[src/rtl/spu_issue_pkg.sv]
// Shared types and decode helpers for the SPU issue buffer.
// PC_W is fixed here because it must match the fetch unit's byte-PC width.
package spu_issue_pkg;

    localparam int PC_W = 11;

    typedef struct packed {
        logic [31:0]     first;
        logic [31:0]     second;
        logic [PC_W-1:0] pc;
        logic            skip_first;
    } pair_entry_t;

    typedef enum logic {
        PAIR   = 1'b0,
        SECOND = 1'b1
    } issue_state_t;

    function automatic logic is_odd_pipe(input logic [31:0] instr);
        return (instr[31:28] == 4'b0010) || (instr[31:28] == 4'b0011);
    endfunction

    function automatic logic [6:0] rt_field(input logic [31:0] instr);
        return instr[6:0];
    endfunction

    function automatic logic [6:0] ra_field(input logic [31:0] instr);
        return instr[13:7];
    endfunction

    function automatic logic [6:0] rb_field(input logic [31:0] instr);
        return instr[20:14];
    endfunction

    // Second word reads a register the first word writes.
    function automatic logic depends_on(input logic [31:0] first, input logic [31:0] second);
        return (rt_field(first) == ra_field(second)) || (rt_field(first) == rb_field(second));
    endfunction

endpackage

[src/rtl/spu_pair_fifo.sv]
// Circular FIFO of instruction pairs with async reset and synchronous flush.
// DEPTH must be a power of two so the pointers wrap naturally.
module spu_pair_fifo
    import spu_issue_pkg::*;
#(
    parameter int DEPTH = 4
) (
    input  logic                     clk,
    input  logic                     reset,
    input  logic                     flush_i,
    input  logic                     push_i,
    input  logic                     pop_i,
    input  pair_entry_t              wdata_i,
    output pair_entry_t              rdata_o,
    output logic                     full_o,
    output logic                     empty_o,
    output logic [$clog2(DEPTH):0]   count_o
);

    localparam int AW = $clog2(DEPTH);

    pair_entry_t     mem_q [DEPTH];
    logic [AW-1:0]   wr_ptr_q, wr_ptr_d;
    logic [AW-1:0]   rd_ptr_q, rd_ptr_d;
    logic [AW:0]     count_q,  count_d;
    logic            push_ok, pop_ok;

    assign full_o  = (count_q == (AW+1)'(DEPTH));
    assign empty_o = (count_q == '0);
    assign count_o = count_q;
    assign rdata_o = mem_q[rd_ptr_q];

    assign push_ok = push_i & ~full_o & ~flush_i;
    assign pop_ok  = pop_i & ~empty_o & ~flush_i;

    always_comb begin
        wr_ptr_d = wr_ptr_q;
        rd_ptr_d = rd_ptr_q;
        count_d  = count_q;
        if (flush_i) begin
            wr_ptr_d = '0;
            rd_ptr_d = '0;
            count_d  = '0;
        end else begin
            if (push_ok) wr_ptr_d = wr_ptr_q + 1'b1;
            if (pop_ok)  rd_ptr_d = rd_ptr_q + 1'b1;
            case ({push_ok, pop_ok})
                2'b10:   count_d = count_q + 1'b1;
                2'b01:   count_d = count_q - 1'b1;
                default: count_d = count_q;
            endcase
        end
    end

    always_ff @(posedge clk or posedge reset) begin
        if (reset) begin
            wr_ptr_q <= '0;
            rd_ptr_q <= '0;
            count_q  <= '0;
        end else begin
            wr_ptr_q <= wr_ptr_d;
            rd_ptr_q <= rd_ptr_d;
            count_q  <= count_d;
        end
    end

    // Storage needs no reset; occupancy is tracked by count_q.
    always_ff @(posedge clk) begin
        if (push_ok) mem_q[wr_ptr_q] <= wdata_i;
    end

endmodule

[src/rtl/spu_issue_buffer.sv]
// Issue buffer: captures fetched instruction pairs, splits them into even/odd issue slots.
// Optional SPU_ISSUE_STATS_EN adds saturating dual/single issue counters.
//
//   state  | meaning
//   PAIR   | next issue starts a new pair at the FIFO head
//   SECOND | first word of head already issued, second word pending
module spu_issue_buffer
    import spu_issue_pkg::*;
#(
    parameter int DEPTH = 4
) (
    input  logic            clk,
    input  logic            reset,
    input  logic [31:0]     instr1,
    input  logic [31:0]     instr2,
    output logic            enable_pc,
    input  logic            branch_flush,
    input  logic [PC_W-1:0] branch_target,
    input  logic            issue_stall,
    output logic            even_valid,
    output logic [31:0]     even_instr,
    output logic [PC_W-1:0] even_pc,
    output logic            odd_valid,
    output logic [31:0]     odd_instr,
    output logic [PC_W-1:0] odd_pc
`ifdef SPU_ISSUE_STATS_EN
    ,
    output logic [15:0]     dual_cnt,
    output logic [15:0]     single_cnt
`endif
);

    issue_state_t    state_q, state_d;
    logic [PC_W-1:0] shadow_pc_q, shadow_pc_d;
    logic            skip_pend_q, skip_pend_d;

    logic            even_valid_q, even_valid_d;
    logic [31:0]     even_instr_q, even_instr_d;
    logic [PC_W-1:0] even_pc_q,    even_pc_d;
    logic            odd_valid_q,  odd_valid_d;
    logic [31:0]     odd_instr_q,  odd_instr_d;
    logic [PC_W-1:0] odd_pc_q,     odd_pc_d;

    pair_entry_t     head, push_entry;
    logic            fifo_full, fifo_empty, push, pop;
    logic [$clog2(DEPTH):0] fifo_count_unused;
    logic [PC_W-1:0] head_pc4;
    logic            can_dual, dual_fire, single_fire;
    logic            one_fire;
    logic [31:0]     one_instr;
    logic [PC_W-1:0] one_pc;

    assign enable_pc = ~fifo_full;
    assign push      = enable_pc & ~branch_flush;

    assign push_entry.first      = instr1;
    assign push_entry.second     = instr2;
    assign push_entry.pc         = shadow_pc_q;
    assign push_entry.skip_first = skip_pend_q;

    spu_pair_fifo #(.DEPTH(DEPTH)) u_fifo (
        .clk     (clk),
        .reset   (reset),
        .flush_i (branch_flush),
        .push_i  (push),
        .pop_i   (pop),
        .wdata_i (push_entry),
        .rdata_o (head),
        .full_o  (fifo_full),
        .empty_o (fifo_empty),
        .count_o (fifo_count_unused)
    );

    assign head_pc4 = head.pc + PC_W'(4);
    assign can_dual = (state_q == PAIR) && !head.skip_first
                      && !is_odd_pipe(head.first) && is_odd_pipe(head.second)
                      && !depends_on(head.first, head.second);

    always_comb begin
        shadow_pc_d = shadow_pc_q;
        skip_pend_d = skip_pend_q;
        if (branch_flush) begin
            shadow_pc_d = {branch_target[PC_W-1:3], 3'b000};
            skip_pend_d = branch_target[2];
        end else if (push) begin
            shadow_pc_d = shadow_pc_q + PC_W'(8);
            skip_pend_d = 1'b0;
        end
    end

    always_comb begin
        state_d      = state_q;
        pop          = 1'b0;
        dual_fire    = 1'b0;
        single_fire  = 1'b0;
        one_fire     = 1'b0;
        one_instr    = '0;
        one_pc       = '0;
        even_valid_d = even_valid_q;
        even_instr_d = even_instr_q;
        even_pc_d    = even_pc_q;
        odd_valid_d  = odd_valid_q;
        odd_instr_d  = odd_instr_q;
        odd_pc_d     = odd_pc_q;

        if (branch_flush) begin
            state_d      = PAIR;
            even_valid_d = 1'b0;
            odd_valid_d  = 1'b0;
        end else if (!issue_stall) begin
            even_valid_d = 1'b0;
            odd_valid_d  = 1'b0;
            if (!fifo_empty) begin
                case (state_q)
                    PAIR: begin
                        if (can_dual) begin
                            even_valid_d = 1'b1;
                            even_instr_d = head.first;
                            even_pc_d    = head.pc;
                            odd_valid_d  = 1'b1;
                            odd_instr_d  = head.second;
                            odd_pc_d     = head_pc4;
                            pop          = 1'b1;
                            dual_fire    = 1'b1;
                        end else if (head.skip_first) begin
                            one_fire  = 1'b1;
                            one_instr = head.second;
                            one_pc    = head_pc4;
                            pop       = 1'b1;
                        end else begin
                            one_fire  = 1'b1;
                            one_instr = head.first;
                            one_pc    = head.pc;
                            state_d   = SECOND;
                        end
                    end
                    SECOND: begin
                        one_fire  = 1'b1;
                        one_instr = head.second;
                        one_pc    = head_pc4;
                        pop       = 1'b1;
                        state_d   = PAIR;
                    end
                    default: state_d = PAIR;
                endcase
            end
            // A lone word goes to whichever slot its pipe class selects.
            if (one_fire) begin
                single_fire = 1'b1;
                if (is_odd_pipe(one_instr)) begin
                    odd_valid_d = 1'b1;
                    odd_instr_d = one_instr;
                    odd_pc_d    = one_pc;
                end else begin
                    even_valid_d = 1'b1;
                    even_instr_d = one_instr;
                    even_pc_d    = one_pc;
                end
            end
        end
    end

    always_ff @(posedge clk or posedge reset) begin
        if (reset) begin
            state_q      <= PAIR;
            shadow_pc_q  <= '0;
            skip_pend_q  <= 1'b0;
            even_valid_q <= 1'b0;
            even_instr_q <= '0;
            even_pc_q    <= '0;
            odd_valid_q  <= 1'b0;
            odd_instr_q  <= '0;
            odd_pc_q     <= '0;
        end else begin
            state_q      <= state_d;
            shadow_pc_q  <= shadow_pc_d;
            skip_pend_q  <= skip_pend_d;
            even_valid_q <= even_valid_d;
            even_instr_q <= even_instr_d;
            even_pc_q    <= even_pc_d;
            odd_valid_q  <= odd_valid_d;
            odd_instr_q  <= odd_instr_d;
            odd_pc_q     <= odd_pc_d;
        end
    end

    assign even_valid = even_valid_q;
    assign even_instr = even_instr_q;
    assign even_pc    = even_pc_q;
    assign odd_valid  = odd_valid_q;
    assign odd_instr  = odd_instr_q;
    assign odd_pc     = odd_pc_q;

`ifdef SPU_ISSUE_STATS_EN
    logic [15:0] dual_cnt_q, single_cnt_q;
    logic        unused_bits;

    always_ff @(posedge clk or posedge reset) begin
        if (reset) begin
            dual_cnt_q   <= '0;
            single_cnt_q <= '0;
        end else begin
            if (dual_fire && (dual_cnt_q != 16'hFFFF))
                dual_cnt_q <= dual_cnt_q + 16'd1;
            if (single_fire && (single_cnt_q != 16'hFFFF))
                single_cnt_q <= single_cnt_q + 16'd1;
        end
    end

    assign dual_cnt    = dual_cnt_q;
    assign single_cnt  = single_cnt_q;
    assign unused_bits = ^{branch_target[1:0], fifo_count_unused};
`else
    logic unused_bits;
    assign unused_bits = ^{branch_target[1:0], fifo_count_unused, dual_fire, single_fire};
`endif

endmodule

[config.mk]
export PLATFORM = sky130hd
export DESIGN_NAME = spu_issue_buffer
export DESIGN_NICKNAME = d
export VERILOG_FILES = /design/src/rtl/spu_issue_pkg.sv /design/src/rtl/spu_pair_fifo.sv /design/src/rtl/spu_issue_buffer.sv
export SDC_FILE = /design/constraint.sdc
export NUM_CORES = 1
export LEC_CHECK = 0
export CORE_MARGIN = 2
export CORE_UTILIZATION = 40
export CTS_BUF_LIST = sky130_fd_sc_hd__clkbuf_4 sky130_fd_sc_hd__clkbuf_8 sky130_fd_sc_hd__clkbuf_16
export CTS_CLUSTER_SIZE = 8
export DETAILED_ROUTE_END_ITERATION = 16
export REMOVE_ABC_BUFFERS = 1
export SYNTH_ARGS = -nofsm -noshare
export SYNTH_HDL_FRONTEND = slang
export SYNTH_SLANG_ARGS = --single-unit
[constraint.sdc]
create_clock -name clk -period 5.2 [get_ports clk]
set_input_delay 1.04 -clock clk [delete_from_list [all_inputs] [get_ports clk]]
set_output_delay 1.04 -clock clk [all_outputs]
set_load 0.05 [all_outputs]
### After elaboration in Yosys (flattened, before gate mapping)

Memory sizes are Yosys's and may differ from the RTL's.
Cells that the tools add are included.

* register bits: 108
* RAM bits: 304
* input port bits: 79
* output and inout port bits: 89
* word-level logic and storage cells: 130
* memories: 1

Memories
* u_fifo.mem_q: words 4, bits a word 76, rd ports 1, clocked after memory_dff 0, wr ports 1, line spu_pair_fifo.sv:22 `pair_entry_t mem_q [DEPTH];`

* add/subtract/negate cells: 6
* eq/ne operators: 13
* multiplexer cells: 70
* bitwise operators: 10
* reductions and logical operators: 18

Operator list (count)
* 32-bit 2-to-1 mux: 15
* 11-bit 2-to-1 mux: 15
* 32-bit one-hot mux with 2 select lines: 1
* 1-bit 2-to-1 mux: 29
* 4-bit by 2-bit == test with 1-bit output, second input constant: 6
* 11-bit one-hot mux with 2 select lines: 1
* 7-bit == test: 2
* 11-bit by 3-bit adder with 11-bit output, second input constant: 1
* 11-bit by 4-bit adder with 11-bit output, second input constant: 1
* 2-bit 2-to-1 mux: 4
* 1-bit one-hot mux with 2 select lines: 3
* 3-bit one-hot mux with 2 select lines: 1
* 2-bit nonzero test: 3
* 1-bit bitwise AND: 5
* 1-bit inverter: 5
* 2-bit by 1-bit adder with 2-bit output, second input constant: 2
* 1-bit logical AND: 4
* 1-bit logical OR: 4
* 2-bit inequality test, second input constant: 2
* 2-bit AND reduction: 2
* 3-bit by 1-bit adder with 3-bit output, second input constant: 1
* 3-bit == test, second input constant: 1
* 1-bit zero test: 3
* 3-bit zero test: 1
* other kinds (5): 5

### Longest topological paths before layout

Gate-level depths: netlist (run 1).
An unclocked memory read counts as a cell.

* word-level depth: 18
* depth in mapped cells: 15
* gate-level depth less buffers: 11

### Hierarchy

Synthesis (run 1) repeated with hierarchy kept, for this count alone.

* cells, all modules: 980
* area, all modules: 16429.5 um2

Modules (own cells, without submodules)
* spu_pair_fifo: instances 1, cells an instance 465, area each 11556.1 um2, seq. area each 9303.9 um2
* spu_issue_buffer: instances 1, cells an instance 515, area each 4873.4 um2, seq. area each 2452.4 um2

### Least setup slack after synthesis (run 1)

Ideal clock, no wire load.

* kind: register to register
* start: reg u_fifo.rd_ptr_q[0]
* end: reg u_fifo.count_q[2], in the netlist u_fifo.count_o[2]
* setup time: 0.126 ns
* arrival: 3.486 ns
* data required time: 5.074 ns
* slack: 1.588 ns
* cell stages (with the launch flop): 15
* path buffers: 4
* clock period less this slack: 3.612 ns
* cells stage by stage: dfrtp_1 -> buf_6 -> buf_6 -> buf_6 -> mux4_2 -> xor2_1 -> nor4_4 -> a21oi_4 -> a21oi_4 -> buf_4 -> nor4_1 -> fa_1 -> or3_1 -> a211o_1 -> o311a_1

* cells in the longest elaborated chain, start to end: 17
* elaborated cells between the ends (all ways): 30
* classes of those cells: eq/ne (8); mux (8); bitwise (2); reduce/logical (11); memory (1)

RTL lines
* start: declaration: line spu_pair_fifo.sv:24 `logic [AW-1:0] rd_ptr_q, rd_ptr_d;`
* start signal: assignment: line spu_pair_fifo.sv:62 `rd_ptr_q <= rd_ptr_d;`
* memory 4 x 76 bit *
* 4-bit by 2-bit == test with 1-bit output: line spu_issue_pkg.sv:20 `return (instr[31:28] == 4'b0010) || (instr[31:28] == 4'b0011);`
* 1-bit logical OR: line spu_issue_pkg.sv:20
* 1-bit zero test: line spu_issue_buffer.sv:76 `&& !is_odd_pipe(head.first) && is_odd_pipe(head.second)`
* 1-bit logical AND (2 in series): line spu_issue_buffer.sv:76
* 1-bit logical AND: line spu_issue_buffer.sv:77 `&& !depends_on(head.first, head.second);`
* 1-bit 2-to-1 mux *: line spu_issue_buffer.sv:116 `if (can_dual) begin`
* 1-bit one-hot mux with 2 select lines *: line spu_issue_buffer.sv:114 `case (state_q)`
* 1-bit 2-to-1 mux *: line spu_issue_buffer.sv:113 `if (!fifo_empty) begin`
* 1-bit 2-to-1 mux *: line spu_issue_buffer.sv:110 `end else if (!issue_stall) begin`
* 1-bit 2-to-1 mux *: line spu_issue_buffer.sv:106 `if (branch_flush) begin`
* 1-bit bitwise AND * (2 in series): line spu_pair_fifo.sv:34 `assign pop_ok = pop_i & ~empty_o & ~flush_i;`
* 2-bit by 1-bit == test with 1-bit output / 2-bit == test (equally long branches): line spu_pair_fifo.sv:47 `case ({push_ok, pop_ok})`
* 3-bit one-hot mux with 2 select lines: line spu_pair_fifo.sv:47
* 3-bit 2-to-1 mux: line spu_pair_fifo.sv:40 `if (flush_i) begin`
* end signal: assignment: line spu_pair_fifo.sv:63 `count_q <= count_d;`
* end: declaration: line spu_pair_fifo.sv:25 `logic [AW:0] count_q, count_d;`

Every way passes the cells marked *; elsewhere a longest branch is shown, timed or not.
A chain may end at the register's enable or synchronous reset.

### Worst setup path after layout (run 1)

Ends and elaborated chain as after synthesis.

==> results.env, run 1 <==
YOSYS-TOP-CELLS-AREA='sky130_fd_sc_hd__edfxtp_1 (56%), sky130_fd_sc_hd__dfrtp_1 (17%), sky130_fd_sc_hd__mux4_2 (10%)'
CTS.ROOT.BUFFER_CELL='sky130_fd_sc_hd__clkbuf_16'
FINAL_HOLD_VIOL_COUNT=0
POWER.DENSITY_nW_PER_UM2=581
GRT_PASS1_WL_UM=56300
TIMING.CLOCK.SKEW_NS=0.0207
WORST_PATH_LARGEST_CELL_DELAY_NS=0.77
DR_TOTAL_VIAS=8806
DIEAREA_UM2=40800
POST_ROUTE_CELLS_DRIVE_ABOVE_1_SHARE_PCT=21.0
WIRELENGTH_ROUTED_UM=37300
DETAIL_ROUTE.VIAS_PER_CELL=5.24
COMBPWRFRAC_PCT=31.2
SYNTHTOPCELLSBYCOUNT='sky130_fd_sc_hd__edfxtp_1 (292), sky130_fd_sc_hd__dfrtp_1 (105), sky130_fd_sc_hd__nand2_1 (89), sky130_fd_sc_hd__mux4_2 (73), sky130_fd_sc_hd__nor2_1 (71)'
SYNTH.MOST_COMMON_CELL='sky130_fd_sc_hd__edfxtp_1'
POSTSYNTH.TOPFLOPCELL='sky130_fd_sc_hd__edfxtp_1'
NUMBER_OF_ENABLE_TYPE_REGISTER_CELLS_IN_THE_SYNTHESIZED_NETLIST=292
ANTENNA_FOUND_INITIAL=6
WORST-ENDPOINT-REQUIRED_NS=5.68
WORSTPATHMAXFANOUT=26
SUMMED_AREA_OF_NON_FILLER_CELLS_IN_THE_FINAL_LAYOUT_UM2=19800
POSTLAYOUTSETUPSLACKWORST_NS=1.20
PLACEABLECOREAREA_UM2=38700
IO_BUFFER_COUNT=165
SYNTH.YOSYS.SEQ_AREA_SHARE_PCT=72.6
LAYOUT_MIN_CYCLE_TIME_NS=4.00
CRIT_PATH_START_KIND='register'
CPMAXSTAGEDELAYCELL='sky130_fd_sc_hd__dfrtp_4'
GRT_USAGE_PCT=18.5
SYNTHESIS.INSTANCES=918
CP.ARRIVAL_NS=4.48
DRT_PRE_ANTENNA_ITERS=6
SYNTH.FF_LATCH_COUNT=397
POWER.SWITCHING_W=0.00395
WORSTSETUPPATHTYPE='reg2reg'
ANT_NETS=0
FLOORPLAN.IO_PINS=168
GRT_START_MAX_NET_PINS=70
SYNTHESIS.YOSYS.WARNINGS=0
PLACE_WS_NS=1.21
GRT_SETUP_UNREPAIRED='no'
PLACED_CELL_AREAS_UM2=18000
PATH_CELLS='buf_4, mux4_2, xnor2_1, nand3_1, or2_1, a21oi_4, nor4_1, fa_1, or3_1, a211o_1, o311a_1'
GRT_PASS1_VIAS=9204
N_FILL_CELL=3228
POSTCTSSETUPBUFFERS=0
YOSYSTOPAREACELL='sky130_fd_sc_hd__edfxtp_1'
POST_SYNTH.CELL_AREA_AVG_UM2=17.1
SETUP.REG_TO_REG.WORST_SLACK_NS=1.20
POST-ROUTE-DRC-COUNT=0
SHARE_SEQ_OF_TOTAL_POWER_PCT=38.0
CLOCK_TREE_BUFFER_DEPTH=3
CLK_LAT_WORST_SKEW_NS=0.60
MIN_PATH_TYPE='reg2reg'
GRT.OVERFLOW.TOTAL=0
SW_FRAC_OF_TOTAL_PCT=34.4
DRV.MAX_CAP_VIOLATION_COUNT=0
HTREE_NUM_LEVELS=2
OUTCOME='completed'
FINAL_NETS=1200
TIMING.CRITICAL_PATH.TO_TYPE='register'
AREA_DELTA_SYNTH_FINAL_PCT=25.8
P_LEAK_nW=6.89
CTS-BUFFERS-INSERTED=55
ROUTEDWLPERCELL_UM=22.2
CLK_PIN_SLEW_NS=0.06
MAX_FREQ_GHz=0.250
DR.FIRST_ITER.DRC_COUNT=660
DIE-WIDTH_UM=202
INITIAL_CORE_UTIL_PCT=40.5
NETLIST.AREA_LEADER.SHARE_PCT=55.9
CP_NUM_BUF_INV=1
CTS.HOLD.BUFFERS_ADDED=0
INTPOWER_W=0.00753
SYNTHDISTINCTLIBCELLS=59
MAX-SLEW-MARGIN-REL_PCT=32.5
CLOCK_POWER_SHARE_PCT=30.8
FIN_CRIT_SH_PCT=77.0
FINALMAXSLEWVIOLATIONS=0
CTS_TREE='built'
WORST_IR_DROP_VDD_uV=433
TIMING.FINAL.SETUP_VIOLATIONS=0
ASYNC_FLOP_SHARE_PCT=26.4
PLACEMENTROWS=72
CTS_REPAIR_RESIZE_COUNT=0
CLOCK_SINKS=397
CRITICAL_PATH.TOP_DELAY_FAMILY='simple AND/OR/NAND/NOR gates'
NETLIST_AREA_UM2=15700
PLACE.DETAILED.HPWL_UM=22800
FP.DIEH_UM=202
TIGHTEST_SLEW_NS=1.01
GPL.FINAL_WEIGHTED_CONGESTION=0.735
==> power groups by stage <==
stage	logic [W]	registers (W)	clock network, W
after floorplan	0.00122	0.00549	0
after global placement	0.00357	0.00441	0
after detailed placement	0.00361	0.00442	0
after CTS	0.00362	0.00437	0.00362
after global routing	0.00378	0.00442	0.00375
final	0.00358	0.00436	0.00354
==> cell usage in the layout (no fill, tap or decap), types with 2 or more instances in the layout <==
cell type / instances
sky130_fd_sc_hd__a211oi_1: 15
sky130_fd_sc_hd__nor4_1: 2
sky130_fd_sc_hd__mux2i_1: 3
sky130_fd_sc_hd__inv_16: 2
sky130_fd_sc_hd__a21oi_1: 19
sky130_fd_sc_hd__mux4_2: 73
sky130_fd_sc_hd__nor3_1: 8
sky130_fd_sc_hd__a2bb2oi_1: 7
sky130_fd_sc_hd__or4_1: 6
sky130_fd_sc_hd__a311oi_1: 2
sky130_fd_sc_hd__inv_1: 7
sky130_fd_sc_hd__nor2b_1: 4
sky130_fd_sc_hd__nand2_1: 89
sky130_fd_sc_hd__dfrtp_1: 103
sky130_fd_sc_hd__nor2_4: 2
sky130_fd_sc_hd__xnor2_1: 12
sky130_fd_sc_hd__buf_4: 25
sky130_fd_sc_hd__clkbuf_16: 55
sky130_fd_sc_hd__a21oi_4: 3
sky130_fd_sc_hd__nor2_1: 69
sky130_fd_sc_hd__and2_1: 6
sky130_fd_sc_hd__dfrtp_4: 2
sky130_fd_sc_hd__nand2b_1: 3
sky130_fd_sc_hd__clkdlybuf4s50_1: 165
sky130_fd_sc_hd__ha_1: 5
sky130_fd_sc_hd__o21ai_0: 18
sky130_fd_sc_hd__and2_4: 4
sky130_fd_sc_hd__edfxtp_1: 292
sky130_fd_sc_hd__nand4_1: 4
sky130_fd_sc_hd__o22ai_1: 3
sky130_fd_sc_hd__buf_12: 2
sky130_fd_sc_hd__clkbuf_4: 43
sky130_fd_sc_hd__xor2_1: 11
sky130_fd_sc_hd__o221a_2: 5
sky130_fd_sc_hd__or3_1: 10
sky130_fd_sc_hd__o21a_1: 2
sky130_fd_sc_hd__o221a_1: 3
sky130_fd_sc_hd__mux2_2: 17
sky130_fd_sc_hd__a31oi_1: 27
sky130_fd_sc_hd__nand3_1: 6
==> layout make-up <==
cell class / count / area [um^2] / area share (%)
antenna: 1 / 2.50 / 0.0127
clock buffer: 99 / 1710 / 8.67
inverter: 9 / 36.3 / 0.184
sequential: 397 / 11400 / 57.7
timing repair buffer: 192 / 1880 / 9.51
multi-input combinational: 460 / 4020 / 20.4
tap: 518 / 648 / 3.28
clock inverter: 3 / 48.8 / 0.247
==> layer usage <==
layer  up-vias  share of wire (%)  wire, um  GRT usage [%]
met2       282                 46     17200           28.5
met1      4498                 45     16800           25.9
met3        65                6.7      2490           4.77
li1       3953                  -         -              -
met5         -               0.15        57              0
met4         8                2.0       740           5.81
==> worst register-to-register path, cell delays in order, from the launching register on <==
cell	delay, ns
sky130_fd_sc_hd__dfrtp_4	0.77
sky130_fd_sc_hd__buf_4	0.38
sky130_fd_sc_hd__mux4_2	0.60
sky130_fd_sc_hd__xnor2_1	0.17
sky130_fd_sc_hd__nand3_1	0.22
sky130_fd_sc_hd__or2_1	0.33
sky130_fd_sc_hd__a21oi_4	0.14
sky130_fd_sc_hd__nor4_1	0.08
sky130_fd_sc_hd__fa_1	0.44
sky130_fd_sc_hd__or3_1	0.35
sky130_fd_sc_hd__a211o_1	0.30
sky130_fd_sc_hd__o311a_1	0.10
==> cells by family after synthesis <==
| group | Yosys count | share of synthesized area (%) |
|---|---|---|
| compound gates | 115 | 5.32 |
| simple gates | 222 | 6.38 |
| buf+inv | 61 | 1.94 |
| xor+xnor | 23 | 1.28 |
| fa+ha+maj | 6 | 0.526 |
| flops | 397 | 72.6 |
| mux | 94 | 12.0 |
==> worst paths after layout <==
check / cells after the start / from / endpoint
min in group asynchronous: 2 / reset / even_pc[1]
worst min register to register: 1 / odd_instr[29] / odd_instr[29]
worst min-delay path: 1 / odd_instr[29] / odd_instr[29]
worst max register to register: 11 / u_fifo.rd_ptr_q[0] / u_fifo.count_o[2]
worst max-delay path: 11 / u_fifo.rd_ptr_q[0] / u_fifo.count_o[2]
max in group asynchronous: 3 / reset / u_fifo.rd_ptr_q[1]
==> stage by stage <==
step	power, W	hold WS, ns	instances	util [%]	setup TNS, ns
after floorplan	0.00670	0.476	866	-	-132.48
after global placement	0.00798	0.449	1576	46.4	0
after detailed placement	0.00803	0.466	1576	46.4	0
after CTS	0.0116	0.479	1678	51.0	0
after global routing	0.0120	0.492	1678	51.0	0
final	0.0115	0.473	1679	51.0	0
==> flip-flops by register name (all words and copies together) (netlist names) <==
name / cells
u_fifo.rd_ptr_q: 2
shadow_pc_q: 8
state_q: 1
u_fifo.mem_q: 292
even_pc: 11
even_valid: 1
skip_pend_q: 1
odd_pc: 11
odd_valid: 1
u_fifo.count_o: 3
u_fifo.wr_ptr_q: 2
even_instr: 32
odd_instr: 32
Note: power is estimated with default switching activity, not from simulation.
==> inputs of run 2 (changes only) <==
==> constraint.sdc (replaced) <==
create_clock -name clk -period 3.8 [get_ports clk]
set_input_delay 0.76 -clock clk [delete_from_list [all_inputs] [get_ports clk]]
set_output_delay 0.76 -clock clk [all_outputs]
set_load 0.05 [all_outputs]
==> results.env, run 2 (synthesis results as in run 1) <==
GRT_USAGE_PCT=18.7
P_LEAK_nW=7.02
TIMING.CLOCK.SKEW_NS=0.0171
WIRELENGTH_ROUTED_UM=37700
WORST_PATH_LARGEST_CELL_DELAY_NS=0.64
FIN_SETUP_TNS_NS=0
INITIAL_CORE_UTIL_PCT=40.5
FINAL_CORE_UTILIZATION_PCT=51.7
DETAIL_ROUTE.VIAS_PER_CELL=5.29
GRT_PASS1_VIAS=9279
MIN_PATH_TYPE='reg2reg'
FINAL-SEQ-AREA_UM2=11400
FIN_CRIT_SH_PCT=95.4
POST_LAYOUT_NONFILLER_INSTANCES=1700
GRT_UTIL_MET1_PCT=25.5
LAYOUT.CELLS.MOST_COMMON='sky130_fd_sc_hd__edfxtp_1'
CRIT-REG2REG-LAUNCH='u_fifo.rd_ptr_q[0]'
CLOCK_TREE_BUFFER_DEPTH=3
DR.FIRST_ITER.DRC_COUNT=477
MULTI_INPUT_AREA_UM2=4020
GRTUSAGEMET3_PCT=4.79
FINAL_HOLD_VIOL_COUNT=0
FINAL_NETS=1218
PLACEABLECOREAREA_UM2=38700
CLK_LAT_WORST_SKEW_NS=0.59
LARGEST_REGISTER_FF_COUNT=292
GLOBAL_ROUTE.USAGE.MET2_PCT=29.8
MAX_FREQ_GHz=0.276
AREA_DELTA_SYNTH_FINAL_PCT=27.6
CPMAXSTAGEDELAYCELL='sky130_fd_sc_hd__mux4_2'
CP.ARRIVAL_NS=4.10
CLK_PIN_SLEW_NS=0.06
CRIT_PATH_START_KIND='register'
WORST_IR_DROP_VDD_uV=554
TIMING.CRITICAL_PATH.TO_TYPE='register'
OUTCOME='completed'
POST-ROUTE-DRC-COUNT=0
PLACE_WS_NS=0.208
CTS-BUFFERS-INSERTED=55
POST_ROUTE_CELLS_DRIVE_ABOVE_1_SHARE_PCT=22.3
PLACEMENTROWS=72
POSTLAYOUTSETUPSLACKWORST_NS=0.176
HP-START='odd_instr[29]'
GPL.FINAL_WEIGHTED_CONGESTION=0.762
WORSTSETUPPATHTYPE='reg2reg'
WORST-ENDPOINT-REQUIRED_NS=4.28
DIEAREA_UM2=40800
MAX-SLEW-MARGIN-REL_PCT=49.1
CTS.HOLD.BUFFERS_ADDED=0
N_FILL_CELL=3218
ROUTEDWLPERCELL_UM=22.2
FIN_HOLD_WS_NS=0.465
PLACE.DETAILED.HPWL_UM=23800
TIGHTEST_SLEW_NS=0.764
POSTCTSSETUPBUFFERS=0
LAYOUT_MIN_CYCLE_TIME_NS=3.62
GLOBAL_ROUTE.PEAK_USAGE_LAYER='met2'
IO_BUFFER_COUNT=165
MOSTFREQUENTLAYOUTCELLS='sky130_fd_sc_hd__edfxtp_1 (292), sky130_fd_sc_hd__clkdlybuf4s50_1 (165), sky130_fd_sc_hd__dfrtp_1 (103)'
WORST_SETUP_PATH_STARTPOINT='u_fifo.rd_ptr_q[0]'
DR_TOTAL_VIAS=9000
LARGEST_REGISTER='u_fifo.mem_q'
CLOCK_SINKS=397
CTS.ROOT.BUFFER_CELL='sky130_fd_sc_hd__clkbuf_16'
DRT_PRE_ANTENNA_ITERS=5
WORSTPATHMAXFANOUT=15
PATH_CELLS='buf_12, mux4_2, xnor2_1, nand3_1, or2_1, a21oi_4, nor4_1, fa_1, or3_1, a211o_1, o311a_1'
FINALMAXSLEWVIOLATIONS=0
HTREE_NUM_LEVELS=2
FP.DIEH_UM=202
GRT.OVERFLOW.TOTAL=0
GRT_START_MAX_NET_PINS=52
ANTENNA_FOUND_INITIAL=5
NUMPLACEDINSTANCES=1593
CTS_TREE='built'
POWER.DENSITY_nW_PER_UM2=789
ANT_NETS=0
DIE-WIDTH_UM=202
DRV.MAX_CAP_VIOLATION_COUNT=0
GRT_SETUP_UNREPAIRED='no'
TIMING.FINAL.SETUP_VIOLATIONS=0
FLOORPLAN.IO_PINS=168
GRT_PASS1_WL_UM=57100
-- run 2: final timing paths --
| check | endpoint | slack (ns) | depth (start not counted) |
|---|---|---|---|
| max in group asynchronous | odd_instr[5] | 2.41 | 3 |
| worst max register to register | u_fifo.count_o[2] | 0.18 | 11 |
| worst max-delay path | u_fifo.count_o[2] | 0.18 | 11 |
| worst min register to register | odd_instr[29] | 0.47 | 1 |
| min in group asynchronous | odd_valid | 0.66 | 2 |
| worst min-delay path | odd_instr[29] | 0.47 | 1 |
-- run 2: cell type report --
type	instances	area share, %
Antenna cell	3	0.0375
Clock buffer	99	8.52
Clock inverter	4	0.300
Inverter	9	0.181
Multi-Input combinational cell	460	20.1
Sequential cell	397	56.9
Tap cell	518	3.24
Timing Repair Buffer	210	10.7
-- run 2: routing by layer --
layer | part of all wire, % | wire length (um)
met5 | 0.12 | 44
met4 | 2.1 | 784
met3 | 6.4 | 2430
met2 | 48 | 18000
met1 | 44 | 16500
-- run 2: where the power goes --
part	leakage (nW)	switching [W]	total [W]	internal [W]
Clock	0.907	0.00181	0.00484	0.00303
Combinational	2.17	0.00319	0.00504	0.00185
Sequential	3.93	0.000420	0.00591	0.00549
-- run 2: worst max-delay path, delay by kind of cell, from the launching register on --
family                     cells  cell delay (ns)
adders and majority gates      1             0.43
DFF                            1             0.52
muxes                          1             0.64
buffers and inverters          1             0.21
AOI/OAI and AO/OA              3             0.55
and+or+nand+nor                4             0.94
xor gates and xnor gates       1             0.21
-- run 2: repair_timing --
item | 4_1_cts | 5_1_grt
endpoints found under the hold margin | 0 | 0
setup endpoints to repair | 0 | 1
resized for setup | 0 | 1
-- run 2: through the flow --
stage	instance area, um^2	total power, W
floorplan	15400	0.00917
global placement	18200	0.0110
detailed placement	18200	0.0111
CTS	20000	0.0159
global route	20000	0.0165
finish	20000	0.0158
==> inputs of run 3 (changes only) <==
--- a/config.mk
+++ b/config.mk
@@ -11,6 +11,8 @@
 export CTS_CLUSTER_SIZE = 8
 export DETAILED_ROUTE_END_ITERATION = 16
 export REMOVE_ABC_BUFFERS = 1
+export SETUP_SLACK_MARGIN = 0.15
+export SLEW_MARGIN = 20
 export SYNTH_ARGS = -nofsm -noshare
 export SYNTH_HDL_FRONTEND = slang
 export SYNTH_SLANG_ARGS = --single-unit
==> results.env, run 3 (synthesis results as in run 1) <==
OUTCOME='completed'
WORST-ENDPOINT-REQUIRED_NS=4.27
CLOCK_SINKS=397
WORST_PATH_LARGEST_CELL_DELAY_NS=0.60
TIMING.FINAL.SETUP_VIOLATIONS=0
WORSTSETUPPATHTYPE='reg2reg'
CTS.ROOT.BUFFER_CELL='sky130_fd_sc_hd__clkbuf_16'
CLK_PIN_SLEW_NS=0.06
ANT_NETS=0
CTS_TREE='built'
HP-START='odd_instr[29]'
CRIT_PATH_START_KIND='register'
PLACED_CELL_AREAS_UM2=18200
GRT_START_MAX_NET_PINS=52
TIMING.CLOCK.SKEW_NS=0.0173
ROUTEDWLPERCELL_UM=22.2
SUMMED_AREA_OF_NON_FILLER_CELLS_IN_THE_FINAL_LAYOUT_UM2=20200
HOLD-PATH-CELL-COUNT=1
CP.ARRIVAL_NS=3.98
CTS-BUFFERS-INSERTED=55
POST-ROUTE-DRC-COUNT=0
POSTLAYOUTSETUPSLACKWORST_NS=0.290
CRIT-REG2REG-LAUNCH='u_fifo.rd_ptr_q[0]'
POWER.DENSITY_nW_PER_UM2=788
FIN_SETUP_TNS_NS=0
P_LEAK_nW=7.10
WIRELENGTH_ROUTED_UM=38100
PLACE.DETAILED.HPWL_UM=23800
REGTOREGENDPOINT='u_fifo.count_o[2]'
GRT_SETUP_UNREPAIRED='yes'
FINAL_NETS=1229
IO_BUFFER_COUNT=165
DIEAREA_UM2=40800
MAX_FREQ_GHz=0.285
DR_TOTAL_VIAS=9060
GRT_PASS1_VIAS=9279
GRT_USAGE_PCT=18.7
GPL.FINAL_WEIGHTED_CONGESTION=0.762
PLACEABLECOREAREA_UM2=38700
FINAL_CORE_UTILIZATION_PCT=52.0
GRT.OVERFLOW.TOTAL=0
WORSTPATHMAXFANOUT=13
HTREE_NUM_LEVELS=2
TIGHTEST_SLEW_NS=0.758
CPMAXSTAGEDELAYCELL='sky130_fd_sc_hd__mux4_2'
WORST_IR_DROP_VDD_uV=555
DETAIL_ROUTE.VIAS_PER_CELL=5.29
WORST-R2R-CELL-COUNT=11
LARGEST_REGISTER_FF_COUNT=292
MOSTFREQUENTLAYOUTCELLS='sky130_fd_sc_hd__edfxtp_1 (292), sky130_fd_sc_hd__clkdlybuf4s50_1 (164), sky130_fd_sc_hd__dfrtp_1 (103)'
GRT_PASS1_WL_UM=57100
PATH_CELLS='buf_16, mux4_2, xnor2_2, nand4_1, or2_1, a21oi_4, nor4_1, fa_1, or3_1, a211o_1, o311a_1'
ANTENNA_FOUND_INITIAL=5
DRT_PRE_ANTENNA_ITERS=5
LAYOUT_MIN_CYCLE_TIME_NS=3.51
DIE-WIDTH_UM=202
NUMPLACEDINSTANCES=1593
AREA_DELTA_SYNTH_FINAL_PCT=28.4
CTS.HOLD.BUFFERS_ADDED=0
CLOCK_TREE_BUFFER_DEPTH=3
WORST_SETUP_PATH_STARTPOINT='u_fifo.rd_ptr_q[0]'
LAYOUT.CELLS.MOST_COMMON='sky130_fd_sc_hd__edfxtp_1'
TIMING.CRITICAL_PATH.TO_TYPE='register'
POST_LAYOUT_NONFILLER_INSTANCES=1712
FINAL_HOLD_VIOL_COUNT=0
CLK_LAT_WORST_SKEW_NS=0.59
FP.DIEH_UM=202
POST_ROUTE_CELLS_DRIVE_ABOVE_1_SHARE_PCT=23.4
DR.FIRST_ITER.DRC_COUNT=493
FIN_CRIT_SH_PCT=92.4
INITIAL_CORE_UTIL_PCT=40.5
PLACE_WS_NS=0.208
MAX-SLEW-MARGIN-REL_PCT=49.4
SETUP.REG_TO_REG.WORST_SLACK_NS=0.29
DRV.MAX_CAP_VIOLATION_COUNT=0
PLACEMENTROWS=72
MIN_PATH_TYPE='reg2reg'
FINALMAXSLEWVIOLATIONS=0
LARGEST_REGISTER='u_fifo.mem_q'
FLOORPLAN.IO_PINS=168
WHS_ENDPOINT='odd_instr[29]'
## run 3: cell types whose count changed in the layout (fill, tap and decap cells not counted)
cell	previous run	this run
sky130_fd_sc_hd__buf_4	34	44
sky130_fd_sc_hd__nand3_1	6	5
sky130_fd_sc_hd__dlymetal6s2s_1	0	1
sky130_fd_sc_hd__clkdlybuf4s50_1	165	164
sky130_fd_sc_hd__xnor2_1	12	9
sky130_fd_sc_hd__nand3_2	0	1
sky130_fd_sc_hd__diode_2	3	4
sky130_fd_sc_hd__clkbuf_16	56	57
sky130_fd_sc_hd__xnor2_2	0	3
## run 3: timing repair
item                                    CTS  global route
endpoints found under the hold margin     0             0
endpoints found under the setup margin    0             2
setup buffers                             0            10
gates resized for setup                   0             6
## run 3: stage by stage
stage	power, W	hold slack (ns)
floorplan	0.00917	0.476
global placement	0.0110	0.449
detailed placement	0.0111	0.454
CTS	0.0159	0.468
global route	0.0166	0.489
finish	0.0159	0.464
## run 3: worst max-delay path by stage
stage,to,slack [ns]
final,u_fifo.count_o[2],0.29
after floorplan,even_pc[10],-3.38
after global routing,u_fifo.count_o[2],0.13
after global placement,u_fifo.count_o[2],0.24
after CTS,u_fifo.count_o[2],0.16
after detailed placement,u_fifo.count_o[2],0.21
## run 3: critical path: cells and delay by family (launching register included)
kind | cells | cell delay (ns)
multiplexers | 1 | 0.60
AND/OR/NAND/NOR | 4 | 0.90
AO/OA/AOI/OAI | 3 | 0.56
buffers and inverters | 1 | 0.19
adder cells (fa/ha/maj) | 1 | 0.42
flip-flops | 1 | 0.50
XOR/XNOR | 1 | 0.22
## run 3: where the power goes
group | internal, W | leakage [nW] | switching, W
logic | 0.00191 | 2.25 | 0.00323
clock network | 0.00303 | 0.907 | 0.00181
registers | 0.00549 | 3.93 | 0.000417
total | 0.0104 | 7.10 | 0.00545
## run 3: layer usage
layer | track usage (%) | vias to the layer above | wire [um]
met2 | 29.8 | 284 | 18100
met5 | 0 | - | 44
met4 | 5.29 | 6 | 752
met1 | 25.5 | 4683 | 16700
li1 | - | 4027 | -
met3 | 4.79 | 60 | 2420
## run 3: layout make-up
cell class / instances / area, um^2
repair buffers: 221 / 2240
diodes: 4 / 10.0
inverters: 9 / 36.3
clock inverters: 4 / 60.1
well taps: 518 / 648
clock buffers: 99 / 1710
fillers: 3205 / 18600
flip-flops and latches: 397 / 11400
multi-input cells: 460 / 4050
